**src/rtl/spike_encode_scheduler.sv**
```systemverilog
// ---------------------------------------------------------------------------
// spike_encode_scheduler
//   Shares one Poisson spike encoder across NUM_CH channels. For each timestep
//   it reads every channel's rate from a synchronous-read rate memory and feeds
//   it to the encoder, one channel per cycle. The returned spike bits are
//   collected into an NUM_CH-bit vector, which is then offered downstream with
//   a valid/ready handshake.
//
// Ports
//   clk, rst_n          clock (rising edge), asynchronous active-low reset
//   start, num_steps    run request; num_steps is latched when start is accepted
//   abort               terminates the run from any state (highest priority)
//   busy, done          run in progress / one-cycle normal-completion pulse
//   rate_addr/rate_data rate memory read port (data arrives one cycle later)
//   enc_en/enc_rate     encoder drive; enc_rate passes rate_data straight through
//   enc_spike           encoder result, valid the cycle after enc_en
//   spk_valid/ready     output handshake
//   spk_vec/spk_step    spike vector and the timestep it belongs to
// ---------------------------------------------------------------------------
module spike_encode_scheduler #(
  parameter int unsigned NUM_CH     = 16,
  parameter int unsigned ADDR_WIDTH = 4,
  parameter int unsigned RATE_WIDTH = 8,
  parameter int unsigned STEP_WIDTH = 16
) (
  input  logic                  clk,
  input  logic                  rst_n,
  input  logic                  start,
  input  logic [STEP_WIDTH-1:0] num_steps,
  input  logic                  abort,
  output logic                  busy,
  output logic                  done,
  output logic [ADDR_WIDTH-1:0] rate_addr,
  input  logic [RATE_WIDTH-1:0] rate_data,
  output logic                  enc_en,
  output logic [RATE_WIDTH-1:0] enc_rate,
  input  logic                  enc_spike,
  output logic                  spk_valid,
  input  logic                  spk_ready,
  output logic [NUM_CH-1:0]     spk_vec,
  output logic [STEP_WIDTH-1:0] spk_step
);

  // Scan cycle counter spans 0 .. NUM_CH+1 (issue, memory latency, encoder latency).
  localparam int unsigned CW = $clog2(NUM_CH + 2);
  localparam logic [CW-1:0] LAST_ISSUE = CW'(NUM_CH - 1);
  localparam logic [CW-1:0] LAST_SCAN  = CW'(NUM_CH + 1);

  typedef enum logic [1:0] {
    S_IDLE,
    S_SCAN,
    S_EMIT
  } state_t;

  state_t                  state_q;
  logic [CW-1:0]           cnt_q;
  logic [STEP_WIDTH-1:0]   step_q;
  logic [STEP_WIDTH-1:0]   num_q;
  logic [NUM_CH-1:0]       vec_q;
  logic [ADDR_WIDTH-1:0]   rate_addr_q;
  logic                    enc_en_q;
  logic                    spk_valid_q;
  logic                    busy_q;
  logic                    done_q;
  logic                    last_step_d;

  // Compare against num_q-1 so that a run of all-ones steps never needs step_q to wrap.
  always_comb begin
    last_step_d = 1'b0;
    last_step_d = (step_q == (num_q - STEP_WIDTH'(1)));
  end

  always_ff @(posedge clk or negedge rst_n) begin
    if (!rst_n) begin
      state_q     <= S_IDLE;
      cnt_q       <= '0;
      step_q      <= '0;
      num_q       <= '0;
      vec_q       <= '0;
      rate_addr_q <= '0;
      enc_en_q    <= 1'b0;
      spk_valid_q <= 1'b0;
      busy_q      <= 1'b0;
      done_q      <= 1'b0;
    end else begin
      done_q <= 1'b0;
      if (abort) begin
        state_q     <= S_IDLE;
        cnt_q       <= '0;
        vec_q       <= '0;
        enc_en_q    <= 1'b0;
        spk_valid_q <= 1'b0;
        busy_q      <= 1'b0;
      end else begin
        case (state_q)
          S_IDLE: begin
            if (start) begin
              if (num_steps != '0) begin
                num_q       <= num_steps;
                step_q      <= '0;
                cnt_q       <= '0;
                rate_addr_q <= '0;
                vec_q       <= '0;
                busy_q      <= 1'b1;
                state_q     <= S_SCAN;
              end else begin
                done_q <= 1'b1;
              end
            end
          end

          S_SCAN: begin
            // cnt_q = k: address k is on the bus (k < NUM_CH), the encoder sees
            // channel k-1, and the spike for channel k-2 is arriving.
            cnt_q <= cnt_q + CW'(1);
            if (cnt_q < LAST_ISSUE) begin
              rate_addr_q <= ADDR_WIDTH'(cnt_q + CW'(1));
            end
            enc_en_q <= (cnt_q <= LAST_ISSUE);
            for (int unsigned c = 0; c < NUM_CH; c++) begin
              if (cnt_q == CW'(c + 2)) begin
                vec_q[c] <= enc_spike;
              end
            end
            if (cnt_q == LAST_SCAN) begin
              cnt_q       <= '0;
              spk_valid_q <= 1'b1;
              state_q     <= S_EMIT;
            end
          end

          S_EMIT: begin
            if (spk_ready) begin
              spk_valid_q <= 1'b0;
              if (last_step_d) begin
                done_q  <= 1'b1;
                busy_q  <= 1'b0;
                state_q <= S_IDLE;
              end else begin
                step_q      <= step_q + STEP_WIDTH'(1);
                cnt_q       <= '0;
                rate_addr_q <= '0;
                vec_q       <= '0;
                state_q     <= S_SCAN;
              end
            end
          end

          default: begin
            state_q <= S_IDLE;
          end
        endcase
      end
    end
  end

  assign busy      = busy_q;
  assign done      = done_q;
  assign rate_addr = rate_addr_q;
  assign enc_en    = enc_en_q;
  assign enc_rate  = rate_data;
  assign spk_valid = spk_valid_q;
  assign spk_vec   = vec_q;
  assign spk_step  = step_q;

endmodule

```
**config.mk**
```make
export PLATFORM = sky130hd
export DESIGN_NAME = spike_encode_scheduler
export DESIGN_NICKNAME = d
export VERILOG_FILES = /design/src/rtl/spike_encode_scheduler.sv
export SDC_FILE = /design/constraint.sdc
export NUM_CORES = 1
export LEC_CHECK = 0
export CAP_MARGIN = 20
export CORE_ASPECT_RATIO = 2
export CORE_UTILIZATION = 40
export CTS_CLUSTER_DIAMETER = 40
export DETAILED_ROUTE_END_ITERATION = 10
export GPL_TIMING_DRIVEN = 0
export SLEW_MARGIN = 30
export SYNTH_ARGS = -nofsm -noshare
export SYNTH_HDL_FRONTEND = slang
export SYNTH_SLANG_ARGS = --single-unit
```
**constraint.sdc**
```tcl
create_clock -name clk -period 3.2 [get_ports clk]
set_input_delay 0.32 -clock clk [delete_from_list [all_inputs] [get_ports clk]]
set_output_delay 0.32 -clock clk [all_outputs]
set_load 0.02 [all_outputs]
```
# [After elaboration in Yosys (flattened, before gate mapping)]
# Cells that the tools add are included.
[op_classes] bitwise_logic=1 add_sub_neg=3 n_reduce_logical=31 n_eq_ne=45 muxes=63 n_lt_le_gt_ge=2
[op_table] cell="$mux W16" n=7
[op_table] cell="$reduce_and A6 Y1" n=17
[op_table] cell="$ne A3 B3 Y1 const B" n=21
[op_table] cell="$pmux W16 S3" n=1
[op_table] cell="$eq A5 B4 Y1 const B" n=8
[op_table] cell="$mux W1" n=32
[op_table] cell="$pmux W16 S2" n=1
[op_table] cell="$mux W5" n=6
[op_table] cell="$eq A5 B3 Y1 const B" n=4
[op_table] cell="$mux W4" n=5
[op_table] cell="$add A16 B1 Y16 const B" n=1
[op_table] cell="$eq A16 B16 Y1" n=1
[op_table] cell="$reduce_bool A16 Y1" n=1
[op_table] cell="$sub A16 B1 Y16 const B" n=1
[op_table] cell="$pmux W5 S3" n=1
[op_table] cell="$pmux W4 S3" n=1
[op_table] cell="$eq A5 B2 Y1 const B" n=2
[op_table] cell="$eq A5 B5 Y1 const B" n=2
[op_table] cell="$mux W2" n=5
[op_table] cell="$ne A2 B2 Y1 const B" n=5
[op_table] cell="$reduce_and A5 Y1" n=2
[op_table] cell="$reduce_bool A3 Y1" n=3
[op_table] cell="$reduce_and A4 Y1" n=2
[op_table] cell="$reduce_and A7 Y1" n=1
[op_table] cell="12 further kinds" n=15
[word_totals] wordCells=170 output_inout_bits=48 inputBits=30 register_bits=63

# [Depth between registers and ports, before layout]
[depth] word_depth=6 depth_mapped=11 ltp_nobuf=9

# [Worst setup path after synthesis]
# No wires, ideal clock.
[synth_path] path_kind="register -> register" from="reg num_q[0]" to="reg step_q[11] (netlist: spk_step[11])" path_buffers=1 arrival_ns=2.641 path_stages_with_launch=11 slack_ns=0.481 setup_ns=0.078 period_less_slack_ns=2.719 cell_sequence="dfrtp_1 > inv_1 > ha_1 > nor4b_4 > nand4b_2 > mux2_4 > a211oi_4 > nor4_4 > buf_6 > or4_1 > a21oi_1"
[synth_between] elab_chain_len=4
[synth_rtl] element="from (decl)" line="58" rtl="logic [STEP_WIDTH-1:0] num_q;"
[synth_rtl] element="from (signal assigned)" line="99" rtl="num_q <= num_steps;"
[synth_rtl] element="$sub A16 B1 Y16" line="70" rtl="last_step_d = (step_q == (num_q - STEP_WIDTH'(1)));"
[synth_rtl] element="$eq A16 B16 Y1" line="70"
[synth_rtl] element="$ne A2 B2 Y1 (no source line)"
[synth_rtl] element="$reduce_and A6 Y1 (no source line)"
[synth_rtl] element="to (signal assigned)" line="140" rtl="step_q <= step_q + STEP_WIDTH'(1);"
[synth_rtl] element="to (decl)" line="57" rtl="logic [STEP_WIDTH-1:0] step_q;"
# No other way between the ends.
# A chain may end at the register's enable or synchronous reset.

# [Worst setup path in the final report]
[layout_path] from="reg num_q[0]" to="reg step_q[0] (netlist: spk_step[0])"
# The elaborated chain is that of the path after synthesis.

==> impl_metrics.py <==
metrics = {
    "floorplan": {
        "dieWidth_um": 72.3,
        "die-area_mm2": 0.0103,
        "ioPinCount": 78,
        "rows": 51,
        "die_h_um": 143,
        "start_util_pct": 41.0,
        "core-area_mm2": 0.00964,
    },
    "routing": {
        "drtIter0Drc": 244,
        "firstDrtPassIters": 4,
        "ant_nets": 0,
        "wirelength_um": 12200,
        "viasPerCell": 5.56,
        "post_drt_wl_per_cell_um": 17.9,
        "remaining_drc_errors": 0,
        "via_count": 3799,
    },
    "power_and_ir_drop": {
        "ir_worst_vdd_v": 0.000322,
        "design_power_total_mw": 2.81,
        "p_per_area_mw_per_mm2": 536,
        "total_leakage_power_nw": 2.08,
    },
    "setup_path": {
        "crit_start": "num_q[0]$_DFFE_PN0P_",
        "rr_startpoint": "num_q[0]$_DFFE_PN0P_",
        "path_class": "flip-flop to flip-flop",
        "arrival_ns": 3.30,
        "cp.required_ns": 3.42,
        "critical_path.max_fanout": 6,
        "rr_endpoint": "spk_step[0]$_DFFE_PN0P_",
        "r2r_slack_ns": 0.11,
        "reg2regPathDepth": 11,
        "critPathCaptureType": "flip-flop",
        "cp-start-kind": "flip-flop",
        "crit_path_end": "spk_step[0]$_DFFE_PN0P_",
    },
    "synth": {
        "synth_xor_area_share_pct": 3.67,
        "synthSimpleGateAreaFrac_pct": 28.3,
        "synth_top_area_cell": "dfrtp_1",
        "synth_cell_types": 58,
        "yosys.area_share.adder_pct": 2.22,
        "ys_ff_latch": 63,
        "syn-num-nets": 495,
        "synth-warning-count": 0,
        "async_flop_share_pct": 100,
        "synthTopCellsByArea": "dfrtp_1, nand2_1, a21oi_1",
        "netlist.area_leader.share_pct": 39.9,
        "muxShareOfSynthArea_pct": 1.96,
        "ys.flop_type": "dfrtp_1",
        "netlist_instances": 458,
        "netlist_area_mm2": 0.00395,
        "synth_compound_area_share_pct": 18.6,
        "synth-edff-count": 0,
        "avgSynthCellArea_um2": 8.63,
        "synth_top_family_by_area": "simple AND/OR/NAND/NOR gates",
        "yosysSeqAreaShare_pct": 39.9,
    },
    "placed_design": {
        "gp_routability_congestion": 0.965,
        "post-place-ws_ns": -0.0489,
        "post-dp-hpwl_um": 9250,
        "numPortBuffers": 68,
    },
    "clocking": {
        "htreeDepth": 3,
        "numCtsBuffers": 9,
        "root_buffer": "clkbuf_16",
        "cts_tree": "built",
        "clock_sinks": 63,
        "cts.path.max_buffers": 2,
        "clk-insertion-delay-late_ns": 0.34,
        "clk_pin_slew_ns": 0.06,
    },
    "sta": {
        "fin_ws_ns": 0.113,
        "setup_violations": 0,
        "finalHoldViolations": 0,
        "max_freq_ghz": 0.324,
        "slew_headroom_pct": 54.8,
        "period_needed_ns": 3.09,
        "grt_setup_unrepaired": "no",
        "finalClockSkew_ns": 0.00741,
        "tightest_slew_ns": 0.676,
        "fin_tns_setup_ns": 0,
        "hold_ws_ns": 0.422,
        "slew_viol_final": 0,
        "fin_crit_sh_pct": 96.5,
    },
    "global_route": {
        "gr-total-overflow": 0,
        "grt_pass1_vias": 3775,
        "grt_pass1_wl_um": 19300,
        "grt_max_degree": 45,
        "track_usage_pct": 24.9,
        "grt_antenna_before_repair": 0,
    },
    "flow_run": {
        "cap_viol_max_count": 0,
    },
    "cells_and_area": {
        "final_cell_mix": "nand2_1, clkdlybuf4s50_1, dfrtp_1",
        "fin_nets": 583,
        "fill_cells": 896,
        "area_growth_pct": 32.5,
        "antennaDiodeCount": 0,
        "drive_above_1_share_pct": 9.44,
        "final_common_cell": "nand2_1",
    },
    "hold_path": {
        "min_path_type": "primary input to async pin",
    },
    "outcome": {
        "status": "finished clean",
    },
}
==> through the flow <==
step	instances	area [um^2]	utilization, %
final	683	5240	54.4
after global routing	683	5240	54.4
after CTS	678	5170	53.6
after detailed placement	659	4820	50.1
after global placement	658	4800	49.8
after floorplan	458	3950	-
==> power breakdown <==
part | internal [mW] | switching, mW | total (mW)
logic | 0.327 | 0.407 | 0.734
clock network | 0.679 | 0.378 | 1.06
registers | 0.875 | 0.139 | 1.01
==> critical path, cell delays in order, from the launching register on <==
cell and delay [ns]:
dfrtp_2 0.44, inv_1 0.12, ha_4 0.18, nor4b_4 0.23, buf_4 0.17, nand4b_2 0.15, mux2_4 0.35, a211oi_4 0.33
nor4_4 0.13, buf_4 0.18, nor3_4 0.31, mux2_2 0.37
==> layout make-up <==
class | instances | area (um^2) | area share, %
plain buffers | 27 | 151 | 2.89
clock inverters | 6 | 85.1 | 1.62
inverters | 17 | 63.8 | 1.22
clock buffers | 10 | 229 | 4.37
multi-input cells | 351 | 2200 | 41.9
well taps | 132 | 165 | 3.15
repair buffers | 77 | 768 | 14.7
flip-flops and latches | 63 | 1580 | 30.1
==> synthesized netlist by cell type (2+ instances only) <==
library cell and instances:
and2_1 2, mux2i_1 4, and3_1 6, mux2_2 2
nor4_1 6, o32ai_1 4, nand3_1 10, a311oi_1 2
nor4b_1 2, xor2_1 4, a32oi_1 3, o31ai_1 15
clkbuf_1 13, xnor2_1 10, buf_2 2, o22ai_1 8
nand2_1 74, ha_1 7, nor2_1 29, or4_1 12
nor4_4 2, nor2b_1 19, o211ai_1 5, or3_1 5
nor3_1 14, dfrtp_1 63, inv_1 17, a21oi_1 39
a211oi_1 7, buf_1 2, nor3_2 2, buf_4 9
nand4_1 3, o21ai_0 17, nand2b_1 11, a31oi_1 5
nor3b_1 2
==> sequential cells by signal (all words and copies together) (netlist names) <==
name / count
enc_en: 1
num_q: 16
done: 1
state_q: 2
spk_valid: 1
cnt_q: 5
rate_addr: 4
busy: 1
spk_vec: 16
spk_step: 16
==> per-layer routing <==
layer	wire, um	GRT usage (%)
met5	0	0
met4	380	11.2
met3	340	3.90
met2	7060	49.0
met1	4440	24.3
==> how the worst min path moves through the flow <==
stage / from / to / slack (ns) / cells past startpoint
after floorplan: rst_n / busy$_DFFE_PN0P_ / 0.02 / 0
after global placement: num_q[15]$_DFFE_PN0P_ / num_q[15]$_DFFE_PN0P_ / 0.51 / 2
after detailed placement: rst_n / spk_step[11]$_DFFE_PN0P_ / 0.23 / 1
after CTS: rst_n / spk_step[3]$_DFFE_PN0P_ / 0.43 / 2
after global routing: rst_n / spk_step[11]$_DFFE_PN0P_ / 0.44 / 2
final: rst_n / spk_step[11]$_DFFE_PN0P_ / 0.42 / 2
==> repair_timing <==
action	in CTS	in global routing
endpoints found under the hold margin	19	0
hold buffers	1	0
setup endpoints to repair	13	23
buffers inserted	2	5
pin swaps	1	4
gates resized for setup	1	8
==> logic make-up after synthesis <==
| logic type | Yosys count |
|---|---|
| and+or+nand+nor | 208 |
| AOI/OAI and AO/OA | 114 |
| DFF | 63 |
| buffers and inverters | 44 |
| xor gates and xnor gates | 15 |
| muxes | 7 |
| adders and majority gates | 7 |
(Power assumes the default switching activity.)
